**config.mk**
```make
export PLATFORM = sky130hd
export DESIGN_NAME = doc_channel_mixer
export DESIGN_NICKNAME = d
export VERILOG_FILES = /design/src/rtl/doc_mix_pkg.sv /design/src/rtl/doc_mix_sat.sv /design/src/rtl/doc_channel_mixer.sv
export SDC_FILE = /design/constraint.sdc
export NUM_CORES = 1
export LEC_CHECK = 0
export CORE_AREA = 2 2 155 157
export CTS_CLUSTER_DIAMETER = 150
export CTS_CLUSTER_SIZE = 40
export DETAILED_ROUTE_END_ITERATION = 7
export DIE_AREA = 0 0 157 159
export PLACE_DENSITY = 0.66
export SLEW_MARGIN = 10
export SYNTH_ARGS = -nofsm -noshare
export SYNTH_HDL_FRONTEND = slang
export SYNTH_HIERARCHICAL = 1
export SYNTH_SLANG_ARGS = --single-unit
```
**constraint.sdc**
```tcl
create_clock -name CLK_14M -period 4.9 [get_ports CLK_14M]
set_input_delay 0.98 -clock CLK_14M [delete_from_list [all_inputs] [get_ports CLK_14M]]
set_output_delay 0.98 -clock CLK_14M [all_outputs]
set_load 0.005 [all_outputs]
```
**src/rtl/doc_mix_pkg.sv**
```systemverilog
// doc_mix_pkg: shared FSM state type and constants for the DOC channel mixer
package doc_mix_pkg;
  typedef enum logic [1:0] {ACCUM, SCALE, EMIT} state_e;
  localparam int CA_W = 4;
  localparam logic [7:0] VOL_UNITY = 8'h80;
endpackage

```
**src/rtl/doc_mix_sat.sv**
```systemverilog
// doc_mix_sat: combinational signed clamp from IN_W to OUT_W bits
// din (signed IN_W) -> dout (signed OUT_W), clamped to +max/-min, never wrapped
module doc_mix_sat #(
  parameter int IN_W  = 20,
  parameter int OUT_W = 16
) (
  input  logic signed [IN_W-1:0]  din,
  output logic signed [OUT_W-1:0] dout
);
  if (IN_W > OUT_W) begin : g_clamp
    logic fits;
    assign fits = &din[IN_W-1:OUT_W-1] || ~|din[IN_W-1:OUT_W-1];
    assign dout = fits ? din[OUT_W-1:0] : din[IN_W-1] ? {1'b1, {(OUT_W-1){1'b0}}} : {1'b0, {(OUT_W-1){1'b1}}};
  end else begin : g_ext
    assign dout = OUT_W'(din);
  end
endmodule

```
**src/rtl/doc_channel_mixer.sv**
```systemverilog
// doc_channel_mixer: steers es5503 oscillator samples into NUM_CH saturating accumulators, emits one scaled sample per channel per DOC frame
// In: CLK_14M, reset (async), osc_strobe/osc_sample/osc_ca, frame_end, vol_wr/vol_addr/vol_data.
// Out: mix_out (channel c at [c*OUT_W +: OUT_W]), out_strobe, overflow (sticky).
// Define MIXER_VOLUME_EN for per-channel volume (one extra pipeline cycle in SCALE).
module doc_channel_mixer
  import doc_mix_pkg::*;
#(
  parameter int NUM_CH = 2,
  parameter int IN_W   = 16,
  parameter int ACC_W  = 20,
  parameter int OUT_W  = 16,
  parameter int SHIFT  = 4
) (
  input  logic                    CLK_14M,
  input  logic                    reset,
  input  logic                    osc_strobe,
  input  logic [IN_W-1:0]         osc_sample,
  input  logic [CA_W-1:0]         osc_ca,
  input  logic                    frame_end,
  input  logic                    vol_wr,
  input  logic [CA_W-1:0]         vol_addr,
  input  logic [7:0]              vol_data,
  output logic [NUM_CH*OUT_W-1:0] mix_out,
  output logic                    out_strobe,
  output logic                    overflow
);
`ifdef MIXER_VOLUME_EN
  localparam int VL = 1;
  localparam int PW = ACC_W + 9;
`else
  localparam int VL = 0;
  localparam int PW = ACC_W;
`endif
  localparam int IW = $clog2(NUM_CH + 1);
  localparam int SW = ACC_W + 2;
  state_e state_q, state_d;
  logic [IW-1:0] idx_q, idx_d;
  logic signed [ACC_W-1:0] acc_q [NUM_CH];
  logic signed [ACC_W-1:0] acc_d [NUM_CH];
  logic signed [ACC_W-1:0] acc_sum [NUM_CH];
  logic signed [OUT_W-1:0] shadow_q [NUM_CH];
  logic signed [OUT_W-1:0] shadow_d [NUM_CH];
  logic [NUM_CH*OUT_W-1:0] mix_q, mix_d;
  logic strobe_q, strobe_d, ovf_q, ovf_d, pend_v_q, pend_v_d;
  logic signed [IN_W-1:0] pend_s_q, pend_s_d;
  logic [CA_W-1:0] pend_ca_q, pend_ca_d;
  logic osc_ok;
  logic signed [ACC_W-1:0] acc_sel;
  logic signed [PW-1:0] scaled;
  logic signed [OUT_W-1:0] res;
  assign osc_ok = osc_strobe && ({1'b0, osc_ca} < (CA_W+1)'(NUM_CH));
  // pending entry and fresh sample are summed wide, then clamped once
  for (genvar c = 0; c < NUM_CH; c++) begin : g_ch
    logic signed [SW-1:0] sum;
    assign sum = SW'(acc_q[c])
               + ((pend_v_q && pend_ca_q == CA_W'(c)) ? SW'(pend_s_q) : '0)
               + ((osc_ok && osc_ca == CA_W'(c)) ? SW'(signed'(osc_sample)) : '0);
    doc_mix_sat #(.IN_W(SW), .OUT_W(ACC_W)) u_acc_sat (.din(sum), .dout(acc_sum[c]));
  end
  always_comb begin
    acc_sel = '0;
    for (int i = 0; i < NUM_CH; i++) if (idx_q == IW'(i)) acc_sel = acc_q[i];
  end
`ifdef MIXER_VOLUME_EN
  logic [7:0] vol_q [NUM_CH];
  logic [7:0] vol_d [NUM_CH];
  logic [7:0] vol_sel;
  logic signed [PW-1:0] prod_q, prod_d;
  always_comb begin
    vol_d = vol_q;
    vol_sel = VOL_UNITY;
    for (int i = 0; i < NUM_CH; i++) begin
      if (vol_wr && vol_addr == CA_W'(i)) vol_d[i] = vol_data;
      if (idx_q == IW'(i)) vol_sel = vol_q[i];
    end
    prod_d = PW'(acc_sel) * PW'(signed'({1'b0, vol_sel}));
  end
  always_ff @(posedge CLK_14M or posedge reset) begin
    if (reset) begin
      vol_q  <= '{default: VOL_UNITY};
      prod_q <= '0;
    end else begin
      vol_q  <= vol_d;
      prod_q <= prod_d;
    end
  end
  assign scaled = (prod_q >>> 7) >>> SHIFT;
`else
  logic unused_vol;
  assign unused_vol = ^{vol_wr, vol_addr, vol_data};
  assign scaled = acc_sel >>> SHIFT;
`endif
  doc_mix_sat #(.IN_W(PW), .OUT_W(OUT_W)) u_out_sat (.din(scaled), .dout(res));
  // with volume, the result produced at idx belongs to channel idx-1
  always_comb begin
    state_d   = state_q;
    idx_d     = idx_q;
    acc_d     = acc_q;
    shadow_d  = shadow_q;
    mix_d     = mix_q;
    strobe_d  = 1'b0;
    ovf_d     = ovf_q;
    pend_v_d  = pend_v_q;
    pend_s_d  = pend_s_q;
    pend_ca_d = pend_ca_q;
    if (state_q == ACCUM) begin
      acc_d    = acc_sum;
      pend_v_d = 1'b0;
      if (frame_end) begin
        state_d = SCALE;
        idx_d   = '0;
      end
    end else begin
      if (osc_ok) begin
        ovf_d     = ovf_q | pend_v_q;
        pend_v_d  = 1'b1;
        pend_s_d  = pend_v_q ? pend_s_q : signed'(osc_sample);
        pend_ca_d = pend_v_q ? pend_ca_q : osc_ca;
      end
      if (frame_end) ovf_d = 1'b1;
      if (state_q == SCALE) begin
        for (int i = 0; i < NUM_CH; i++) if (idx_q == IW'(i + VL)) shadow_d[i] = res;
        idx_d = idx_q + IW'(1);
        if (idx_q == IW'(NUM_CH - 1 + VL)) begin
          state_d  = EMIT;
          strobe_d = 1'b1;
          for (int i = 0; i < NUM_CH; i++) mix_d[i*OUT_W +: OUT_W] = (idx_q == IW'(i + VL)) ? res : shadow_q[i];
        end
      end else begin
        state_d = ACCUM;
        acc_d   = '{default: '0};
      end
    end
  end
  always_ff @(posedge CLK_14M or posedge reset) begin
    if (reset) begin
      state_q   <= ACCUM;
      idx_q     <= '0;
      acc_q     <= '{default: '0};
      shadow_q  <= '{default: '0};
      mix_q     <= '0;
      strobe_q  <= 1'b0;
      ovf_q     <= 1'b0;
      pend_v_q  <= 1'b0;
      pend_s_q  <= '0;
      pend_ca_q <= '0;
    end else begin
      state_q   <= state_d;
      idx_q     <= idx_d;
      acc_q     <= acc_d;
      shadow_q  <= shadow_d;
      mix_q     <= mix_d;
      strobe_q  <= strobe_d;
      ovf_q     <= ovf_d;
      pend_v_q  <= pend_v_d;
      pend_s_q  <= pend_s_d;
      pend_ca_q <= pend_ca_d;
    end
  end
  assign mix_out    = mix_q;
  assign out_strobe = strobe_q;
  assign overflow   = ovf_q;
endmodule
```
Word-level counts from Yosys, hierarchy flattened
Index checks and enable logic that the tools add are counted.
Word-level totals
  register bits: 115
  input bits: 37
  output and inout port bits: 34
  logic and storage cells: 79
Cells by class
  add/sub/neg operators: 5
  magnitude comparators: 1
  eq/ne operators: 7
  multiplexer cells: 26
  bitwise logic cells: 3
  reductions and logical operators: 26
Operators by type and width (count)
  2-to-1 mux 20 bit: 5
  adder 22 bit: 4
  2-to-1 mux 22 bit: 4
  2-to-1 mux 40 bit: 2
  2-to-1 mux 16 bit: 1
  2-to-1 mux 2 bit: 7
  AND reduction 3 bit: 4
  equality test 4 x 1 -> 1 bit (second input constant): 2
  logical NOT 4 bit: 2
  AND reduction 2 bit: 4
  2-to-1 mux 1 bit: 7
  nonzero test 2 bit: 3
  OR reduction 3 bit: 2
  logical AND 1 bit: 5
  equality test 2 x 1 -> 1 bit (second input constant): 2
  logical NOT 2 bit: 2
  < comparator 4 x 2 -> 1 bit (second input constant): 1
  inequality test 2 bit (second input constant): 2
  inequality test 3 bit (second input constant): 1
  adder 2 x 1 -> 2 bit (second input constant): 1
  logical NOT 1 bit: 2
  logical OR 1 bit: 2
  NOT 1 bit: 2
  bitwise OR 1 bit: 1

Longest topological paths before layout
Gate-level depths: netlist (run 1).
  depth in word-level cells: 10
  gate-level depth with buffers: 21
  mapped depth without buffers: 18

Modules after synthesis
The synthesis (run 1) kept the hierarchy.
Modules (own cells, without submodules)
  doc_channel_mixer: instances 1, cells each 752, area each 7831.3 um^2, seq. area each 2877.8 um^2
  doc_mix_sat at g_ch[0].u_acc_sat ...: instances 2, cells each 68, area each 429.2 um^2, seq. area each 0.0 um^2
  doc_mix_sat at u_out_sat: instances 1, cells each 60, area each 470.5 um^2, seq. area each 0.0 um^2

Worst setup path after synthesis (run 1)
OpenSTA, ideal clock, no wires.
  path type: in2reg
  from: in osc_ca[1]
  to: reg acc_q[17] in the netlist's numbering
  library setup time: 132 ps
  arrival: 5065 ps
  required time: 4768 ps
  setup slack: -297 ps
  cell stages on the path: 19
  buffers on the path: 1
  cells stage by stage: nor4b_1 and2_1 nand2_1 fa_1 inv_1 ha_1 fa_1 a21oi_2 nor2b_1 a311o_1 a311oi_4 o21bai_2 a21oi_2 o41a_1 buf_2 a21boi_1 o22ai_2 mux2i_1 nor2_1
RTL lines
  start: declaration: RTL line doc_channel_mixer.sv:18  | input logic [CA_W-1:0] osc_ca,
  end signal: assignment: RTL line doc_channel_mixer.sv:139  | acc_q <= '{default: '0};
  end signal: assignment: RTL line doc_channel_mixer.sv:150  | acc_q <= acc_d;
  end: declaration: RTL line doc_channel_mixer.sv:38  | logic signed [ACC_W-1:0] acc_q [NUM_CH];

==> impl_metrics.yaml, run 1 <==
yosys:
  ys_ff_latch: 115
  synth_edf_count: 0
  synthFlopType: "dfrtp_1"
  synth_fa_ha_area_frac: 0.149
  avgSynthCellArea_um2: 9.66
  yosysSeqAreaShare: 0.314
  synth_xor_area_frac: 0.0335
  synth_top_family_by_area: "compound AO/OA/AOI/OAI gates"
  synth-simple-area-share: 0.149
  synth_mux_area_frac: 0.123
  synthCells: 948
  synth_compound_area_frac: 0.177
  netlist.area_leader.share: 0.314
  synth_top_cell_by_area: "dfrtp_1"
  ys_types: 62
  synth_commonest_cells: "dfrtp_1, nor2_1, nand2_1, mux2i_1, and2_1"
  synth_fp_nets: 1069
  synth_most_common_cell: "dfrtp_1"
  yosys-top-cells-area: "dfrtp_1, fa_1, mux2i_1"
  synth-async-reset-ratio: 1.00
  yosysWarnings: 6
  syn_area_mm2: 0.00916
global_routing:
  antenna_found_initial: 1
  grt.overflow.total: 0
  grt_pass1_vias: 7337
  grt_max_degree: 63
  grt_pass1_wl_mm: 37.4
  track_usage: 0.188
flow_run:
  cap_viol_max_count: 0
pwr:
  seqPwrFrac: 0.237
  ir_drop_v: 0.000235
  p_per_area_mw_per_mm2: 605
  power_leakage_uw: 0.00551
  p_comb_frac: 0.588
  clkPwrFrac: 0.175
  swShare: 0.414
  p_int_uw: 4120
  power_switching_uw: 2910
die:
  die_x_um: 157
  coreArea_mm2: 0.0232
  die_y_um: 159
  die-area_mm2: 0.0250
  ioPinCount: 71
  initial_core_util: 0.395
  rows: 56
cts:
  ctsHtreeMaxLevel: 4
  cts.sinks: 115
  cts-buffers-inserted: 17
  clockBufferDepth: 2
  cts_root_buffer: "clkbuf_16"
  clk_pin_slew_worst_paths_ps: 60
  cts_tree: "yes"
  hold_buffers: 0
  clk_latency_ps: 420
routing:
  finalWirelength_mm: 22.9
  via_per_inst: 5.24
  drc: 0
  first_pass_iters: 5
  antenna_left: 0
  drtIter0Drc: 357
  wire_per_inst_um: 16.1
  vias: 7426
cells_and_area:
  finalNonFillerCells: 1417
  n_fill_cell: 2144
  final_nets: 1205
  drive_gt1_frac: 0.237
  post-route-util: 0.501
  multiInputGateArea_mm2: 0.00595
  syn_to_final_growth_pct: 26.9
  regArea_mm2: 0.00288
  fin_area_mm2: 0.0116
timing:
  final_max_slew_viol_count: 0
  max_freq_ghz: 0.212
  fin_crit_sh: 0.963
  hold_viol: 0
  finalSetupViolations: 0
  fin_crit_ps: 4720
  setup_tns_ps: 0
  fin_worst_skew_ps: 5.51
  setup_slack_ps: 184
  slew_headroom: 0.474
  worstMarginPinSlew_ps: 789
placement:
  place_area_mm2: 0.0107
  gp_congestion: 0.874
  place_ws_ps: -710
  dpl.hpwl_mm: 16.0
  dp.cells: 1365
  portBuffers: 57
critical_path:
  critPathRequiredTime_ps: 5180
  reg2reg_to: "acc_q[5]$_DFFE_PP0N_"
  critPathLaunchType: "input pin"
  cp.arrival_ps: 5000
  endpoint_kind: "flip-flop"
  cp_max_fo: 5
  path_class: "in -> reg"
  regToRegStartpoint: "pend_ca_q[3]$_DFFE_PP0P_"
  reg2reg_depth: 19
  rrSetupSlack_ps: 460
min_path:
  min_to: "mix_out[10]$_DFFE_PP0P_"
  hold_class: "reg -> reg"
  hold_start: "mix_out[10]$_DFFE_PP0P_"
  worstHoldPathCells: 2
run_status:
  outcome: "finished clean"
-- what timing repair did --
item / CTS / global route
gates resized for setup: 45 / 20
cloned: 4 / 2
endpoints found under the setup margin: 39 / 38
buffers inserted: 8 / 6
endpoints found under the hold margin: 0 / 0
pin swaps: 13 / 16
-- cell families after synthesis --
group | Yosys count
and+or+nand+nor | 290
AOI/OAI and AO/OA | 224
DFF | 115
muxes | 106
buffers and inverters | 94
adders and majority gates | 84
xor gates and xnor gates | 35
-- routing by layer --
metal,GRT usage,vias to the layer above,share of wire
li1,-,3638,-
met1,0.255,3624,0.46
met2,0.308,146,0.49
met3,0.0386,18,0.044
met4,0.0459,0,0.012
met5,0,-,0
-- worst max path at each step --
stage	slack (ps)	endpoint	from
after floorplan	1	acc_q[37]$_DFFE_PP0N_	osc_ca[1]
after global placement	-630	acc_q[30]$_DFFE_PP0N_	osc_ca[1]
after detailed placement	-710	acc_q[31]$_DFFE_PP0N_	osc_ca[1]
after global routing	-7	acc_q[37]$_DFFE_PP0N_	osc_ca[2]
after CTS	40	acc_q[38]$_DFFE_PP0N_	osc_ca[3]
final	180	acc_q[27]$_DFFE_PP0N_	osc_ca[2]
-- flip-flops by register name (all words and copies together) (netlist names) --
signal	flops
acc_q	40
idx_q	2
mix_out	32
out_strobe	1
overflow	1
pend_ca_q	4
pend_s_q	16
pend_v_q	1
shadow_q	16
state_q	2
-- placed cells by master (no fill, tap or decap), drive strengths merged, types with 2 or more instances in the layout --
cell / synthesis / routed
a211oi: 3 / 3
a21boi: 40 / 40
a21o: 17 / 17
a21oi: 32 / 32
a221oi: 17 / 17
a311oi: 2 / 2
a31oi: 3 / 3
a41oi: 2 / 2
and2: 45 / 45
and3: 18 / 18
buf: 35 / 129
clkbuf: 35 / 24
clkdlybuf4s50: 0 / 53
clkinv: 0 / 4
clkinvlp: 0 / 5
dfrtp: 115 / 115
fa: 42 / 42
ha: 42 / 42
inv: 24 / 27
mux2: 49 / 49
mux2i: 57 / 57
nand2: 69 / 69
nand3: 10 / 10
nand4: 16 / 16
nor2: 114 / 114
nor2b: 10 / 10
nor3: 3 / 3
nor4b: 2 / 2
o211ai: 3 / 3
o21ai: 46 / 46
o21bai: 9 / 9
o22ai: 39 / 39
xnor2: 27 / 27
xor2: 8 / 8
-- area by class of cell --
type | instances | area share
multi-input combinational | 739 | 0.512
sequential | 115 | 0.248
timing repair buffer | 187 | 0.148
clock buffer | 19 | 0.0390
tap | 319 | 0.0343
clock inverter | 13 | 0.0108
inverter | 24 | 0.00797
antenna | 1 | 0.000215
-- critical path, stage by stage --
cell,delay (ps)
clkbuf_2,110
or4b_4,560
nor2_4,120
and2_4,150
fa_1,420
ha_2,220
fa_2,410
a211oi_2,220
o21bai_2,120
a21oi_2,200
o211ai_2,120
a221oi_2,300
o211ai_1,150
o21ai_2,160
buf_6,190
buf_16,130
a21boi_2,150
o22ai_1,80
mux2i_1,130
nor2_1,60
-- power by group through the flow --
stage	combinational (uW)	clock (uW)	sequential (uW)
CTS	4100	1250	1680
global route	4580	1290	1730
detailed placement	3810	0	1690
floorplan	2780	0	1600
finish	4140	1230	1670
global placement	3730	0	1680
-- per-stage QoR --
stage          total power (uW)  hold WS (ps)
2_1_floorplan              4380           455
3_3_place_gp               5400           462
3_5_place_dp               5500           469
4_1_cts                    7020           482
5_1_grt                    7600           500
6_report                   7030           472
Power figures use the tool's default switching activity.
==> inputs of run 2 (changes only) <==
--- a/config.mk
+++ b/config.mk
@@ -16,3 +16,4 @@
 export SYNTH_HDL_FRONTEND = slang
 export SYNTH_HIERARCHICAL = 1
 export SYNTH_SLANG_ARGS = --single-unit
+export TNS_END_PERCENT = 20
==> run 2 against run 1 <==
  * Worst hold slack better by 2.1 ps
  * Clock skew is 4.5 ps higher
  * Sequential cell count stayed put
  * Fmax is 0.36% lower
  * Utilization hardly changed
  * Critical path depth stayed put
  * Design area hardly changed
  * Combinational power is 1% lower
  * Count of clock-buffer cells in the layout is 1 higher
==> impl_metrics.yaml, run 2 (synthesis results as in run 1) <==
routing:
  drtIter0Drc: 383
  vias: 7413
  finalWirelength_mm: 22.6
  first_pass_iters: 6
  antenna_left: 0
  m1WireLength_mm: 10.8
  met3_wirelength_um: 764
  top_layer_used: "met4"
  wl_met2_mm: 10.6
  via_per_inst: 5.25
  drc: 0
  wire_per_inst_um: 16.0
die:
  die_x_um: 157
  die_y_um: 159
  coreArea_mm2: 0.0232
  rows: 56
  ioPinCount: 71
  die-area_mm2: 0.0250
  initial_core_util: 0.395
global_routing:
  grt_pass1_wl_mm: 38.0
  grt_max_degree: 70
  grt.overflow.total: 0
  antenna_found_initial: 1
  grt_pass1_vias: 7461
  track_usage: 0.191
placement:
  dpl.hpwl_mm: 15.9
  dp.cells: 1363
  place_area_mm2: 0.0107
  portBuffers: 57
  gp_congestion: 0.829
cells_and_area:
  diodes: 0
  final_nets: 1201
  layout_commonest_cell: "dfrtp_1"
  drive_gt1_frac: 0.235
  largest_register: "acc_q"
  layout_common_cells: "dfrtp_1, nor2_1, buf_4, nand2_1, mux2i_1"
  largest_register_ffs: 40
  syn_to_final_growth_pct: 26.8
  fin_area_mm2: 0.0116
  finalNonFillerCells: 1412
cts:
  cts-buffers-inserted: 17
  ctsHtreeMaxLevel: 4
  clk_latency_ps: 420
  cts_tree: "yes"
  cts_root_buffer: "clkbuf_16"
  clk_pin_slew_worst_paths_ps: 50
  cts.sinks: 115
  hold_buffers: 0
  clockBufferDepth: 2
pwr:
  p_int_uw: 4180
  p_per_area_mw_per_mm2: 609
  seqPwrFrac: 0.237
  power_leakage_uw: 0.00551
  power_switching_uw: 2890
  p_comb_frac: 0.578
  swShare: 0.409
  p_total_uw: 7080
  clkPwrFrac: 0.185
  ir_drop_v: 0.000295
flow_run:
  cap_viol_max_count: 0
critical_path:
  cp-startpoint: "osc_ca[2]"
  endpoint_kind: "flip-flop"
  crit_family: "compound AO/OA/AOI/OAI gates"
  regToRegStartpoint: "pend_ca_q[3]$_DFFE_PP0P_"
  worstPathCellList: "clkbuf_2 -> or4b_4 -> nor2_4 -> and2_4 -> fa_1 -> ha_2 -> fa_2 -> a211oi_2 -> o21bai_2 -> a21oi_2 -> o211ai_2 -> a221oi_2 -> o211ai_1 -> o21ai_2 -> buf_12 -> buf_8 -> a21boi_2 -> o22ai_1 -> mux2i_1 -> nor2_1"
  critPathRequiredTime_ps: 5180
  cp.arrival_ps: 5010
  cp_max_fo: 9
  critPathMaxStageDelay_ps: 540
  critPathBufInv: 3
  critPathLaunchType: "input pin"
  cpMaxStageDelayCell: "or4b_4"
  path_class: "in -> reg"
timing:
  fin_crit_sh: 0.966
  fin_worst_skew_ps: 10.0
  worstMarginPinSlew_ps: 904
  setup_tns_ps: 0
  rsz0062_at_grt: "yes"
  hold_viol: 0
  finalSetupViolations: 0
  fin_crit_ps: 4730
  max_freq_ghz: 0.211
  final_max_slew_viol_count: 0
  slew_headroom: 0.397
  timing.hold.ws_ps: 474
run_status:
  outcome: "finished clean"
min_path:
  hold_class: "reg -> reg"
  hold_start: "mix_out[11]$_DFFE_PP0P_"
run 2: changes by cell type in the layout (fill, tap and decap cells not counted), moves of 3 or more:
cell / before / now
a21boi_0: 15 / 21
a21boi_1: 17 / 8
a21boi_2: 8 / 11
buf_4: 113 / 108
clkinv_4: 3 / 0
run 2: metal layers:
metal	track usage	vias to the layer above
met3	0.0280	30
met5	0	-
met2	0.308	140
li1	-	3631
met4	0.0601	0
met1	0.264	3612
run 2: final timing paths:
check / cells after the start / end / slack (ps)
max in group asynchronous: 3 / acc_q[30]$_DFFE_PP0N_ / 2890
worst max-delay path: 20 / acc_q[30]$_DFFE_PP0N_ / 170
worst min register to register: 2 / mix_out[11]$_DFFE_PP0P_ / 470
min in group asynchronous: 2 / mix_out[13]$_DFFE_PP0P_ / 1110
worst max register to register: 18 / acc_q[12]$_DFFE_PP0N_ / 510
worst min-delay path: 2 / mix_out[11]$_DFFE_PP0P_ / 470
run 2: final cells by class:
type                            count  area [um^2]
Clock inverter                     12          153
Inverter                           24         92.6
Fill cell                        2093        11600
Clock buffer                       20          457
Multi-Input combinational cell    739         5950
Timing Repair Buffer              183         1680
Sequential cell                   115         2880
Tap cell                          319          399
run 2: what timing repair did:
action,4_1_cts,5_1_grt
resized for setup,42,27
endpoints found under the setup margin,39,39
setup buffers,10,3
pin swaps,14,18
gates cloned,6,0
run 2: worst reg2reg max path, delay by kind of cell, from the launching register on:
| family | cells | cell delay (ps) |
|---|---|---|
| AOI/OAI and AO/OA | 7 | 1530 |
| xor gates and xnor gates | 1 | 170 |
| adders and majority gates | 2 | 910 |
| buffers and inverters | 2 | 470 |
| DFF | 1 | 370 |
| muxes | 1 | 100 |
| and+or+nand+nor | 5 | 790 |
run 2: power groups by stage:
stage | sequential, uW | clock, uW | combinational (uW)
floorplan | 1600 | 0 | 2780
global placement | 1680 | 0 | 3750
CTS | 1680 | 1330 | 4120
finish | 1680 | 1310 | 4090
global route | 1740 | 1370 | 4530
detailed placement | 1690 | 0 | 3830
run 2: metrics by stage:
| stage | setup slack [ps] | utilization |
|---|---|---|
| global placement | -684 | 0.461 |
| finish | 167 | 0.501 |
| detailed placement | -819 | 0.461 |
| CTS | 12.6 | 0.501 |
| floorplan | -58.2 | - |
| global route | -8.15 | 0.501 |
==> inputs of run 3 (changes only) <==
--- a/config.mk
+++ b/config.mk
@@ -10,7 +10,6 @@
 export CTS_CLUSTER_SIZE = 40
 export DETAILED_ROUTE_END_ITERATION = 7
 export DIE_AREA = 0 0 157 159
-export PLACE_DENSITY = 0.66
 export SLEW_MARGIN = 10
 export SYNTH_ARGS = -nofsm -noshare
 export SYNTH_HDL_FRONTEND = slang
==> run 3 against run 2 <==
  * Utilization grew 1.4 points
  * Die area is the same
  * Power grew 3.1%
  * Count of clock-buffer cells in the layout shrank 2
  * Via count grew 1.2%
==> impl_metrics.yaml, run 3 (synthesis results as in run 1) <==
run_status:
  outcome: "finished clean"
timing:
  fin_crit_ps: 4780
  fin_crit_sh: 0.975
  hold_viol: 0
  max_freq_ghz: 0.209
  final_max_slew_viol_count: 0
  setup_tns_ps: 0
  rsz0062_at_grt: "yes"
  finalSetupViolations: 0
  worstMarginPinSlew_ps: 1110
  slew_headroom: 0.260
  fin_worst_skew_ps: 7.30
pwr:
  p_per_area_mw_per_mm2: 611
  ir_drop_v: 0.000265
  power_leakage_uw: 0.00566
critical_path:
  path_class: "in -> reg"
  critPathRequiredTime_ps: 5250
  rrSetupSlack_ps: 380
  cp.arrival_ps: 5130
  endpoint_kind: "flip-flop"
  regToRegStartpoint: "pend_ca_q[3]$_DFFE_PP0P_"
  cp_max_fo: 6
  critPathLaunchType: "input pin"
  cp-startpoint: "osc_ca[3]"
routing:
  finalWirelength_mm: 23.2
  drtIter0Drc: 304
  first_pass_iters: 4
  antenna_left: 0
  vias: 7502
  drc: 0
  wire_per_inst_um: 16.1
  via_per_inst: 5.22
cts:
  clockBufferDepth: 2
  cts-buffers-inserted: 17
  cts.sinks: 115
  clk_pin_slew_worst_paths_ps: 60
  clk_latency_ps: 420
  ctsHtreeMaxLevel: 4
  hold_buffers: 0
  cts_tree: "yes"
  cts_root_buffer: "clkbuf_16"
cells_and_area:
  largest_register_ffs: 40
  final_nets: 1224
  layout_common_cells: "buf_4, dfrtp_1, nor2_1, nand2_1, mux2i_1"
  layout_commonest_cell: "buf_4"
  syn_to_final_growth_pct: 30.4
  largest_register: "acc_q"
  drive_gt1_frac: 0.267
  post-route-util: 0.515
  finalNonFillerCells: 1436
  fin_area_mm2: 0.0119
  n_fill_cell: 2146
global_routing:
  track_usage: 0.192
  grt_pass1_vias: 7375
  grt_max_degree: 57
  grt.overflow.total: 0
  grt_pass1_wl_mm: 38.0
  antenna_found_initial: 0
placement:
  dp.cells: 1379
  portBuffers: 57
  place_area_mm2: 0.0108
  gp_congestion: 0.800
  dpl.hpwl_mm: 16.3
die:
  die-area_mm2: 0.0250
  die_x_um: 157
  die_y_um: 159
  rows: 56
  ioPinCount: 71
  coreArea_mm2: 0.0232
  initial_core_util: 0.395
min_path:
  hold_class: "reg -> reg"
  hold_start: "mix_out[12]$_DFFE_PP0P_"
flow_run:
  cap_viol_max_count: 0
==> run 3: cell count changes in the layout (fill, tap and decap cells not counted), sizes merged <==
| cell | change |
|---|---|
| buf | +22 |
| clkinv | +1 |
| diode | +1 |
| inv | +1 |
| bufbuf | -1 |
==> run 3: cell type report <==
cell class	count	area, um^2	area share
multi-input combinational	739	6060	0.507
sequential	115	2880	0.241
timing repair buffer	206	1910	0.160
clock buffer	18	429	0.0359
tap	319	399	0.0334
clock inverter	14	178	0.0149
inverter	24	92.6	0.00775
antenna	1	2.50	0.000209
==> run 3: path summary, 6_finish.rpt <==
check | endpoint | cells past startpoint
worst max-delay path | acc_q[6]$_DFFE_PP0N_ | 21
worst min-delay path | mix_out[12]$_DFFE_PP0P_ | 2
worst max register to register | acc_q[6]$_DFFE_PP0N_ | 18
worst min register to register | mix_out[12]$_DFFE_PP0P_ | 2
max in group asynchronous | acc_q[31]$_DFFE_PP0N_ | 3
min in group asynchronous | mix_out[29]$_DFFE_PP0P_ | 2
==> run 3: repair_timing <==
action                     in CTS  in global routing
buffers inserted               13                  3
resized for setup              64                 46
gates cloned                    7                  2
pin swaps                      21                 28
setup endpoints to repair      39                 38
==> run 3: report_power, final <==
| group | internal (uW) | total [uW] | leakage [uW] | switching, uW |
|---|---|---|---|---|
| clock network | 805 | 1300 | 0.000284 | 494 |
| logic | 2150 | 4330 | 0.00391 | 2180 |
| registers | 1360 | 1660 | 0.00147 | 301 |
==> run 3: layer usage <==
metal,GRT usage,wire [um],vias to the layer above
li1,-,-,3689
met1,0.259,10800,3662
met2,0.315,11200,123
met3,0.0362,765,28
met4,0.0542,459,0
met5,0,0,-
==> run 3: critical path, stage by stage <==
cell and delay, ps:
buf_6 100, buf_6 110, nor4b_4 300, and2_4 210
nand2_2 60, fa_1 520, inv_2 50, ha_4 150
fa_2 370, a21oi_2 140, nor2b_2 60, a311o_1 370
a311oi_4 350, o21ai_2 140, a41oi_2 310, xnor2_4 240
clkbuf_16 230, a21boi_2 50, o22ai_1 180, mux2i_1 90
nor2_1 120
==> run 3: through the flow <==
stage | power [uW] | hold WS, ps | worst slack (ps)
2_1_floorplan | 4380 | 455 | -58.2
6_report | 7300 | 477 | 123
4_1_cts | 7260 | 482 | 77.9
5_1_grt | 7880 | 507 | -97.2
3_3_place_gp | 5500 | 463 | -772
3_5_place_dp | 5570 | 469 | -801
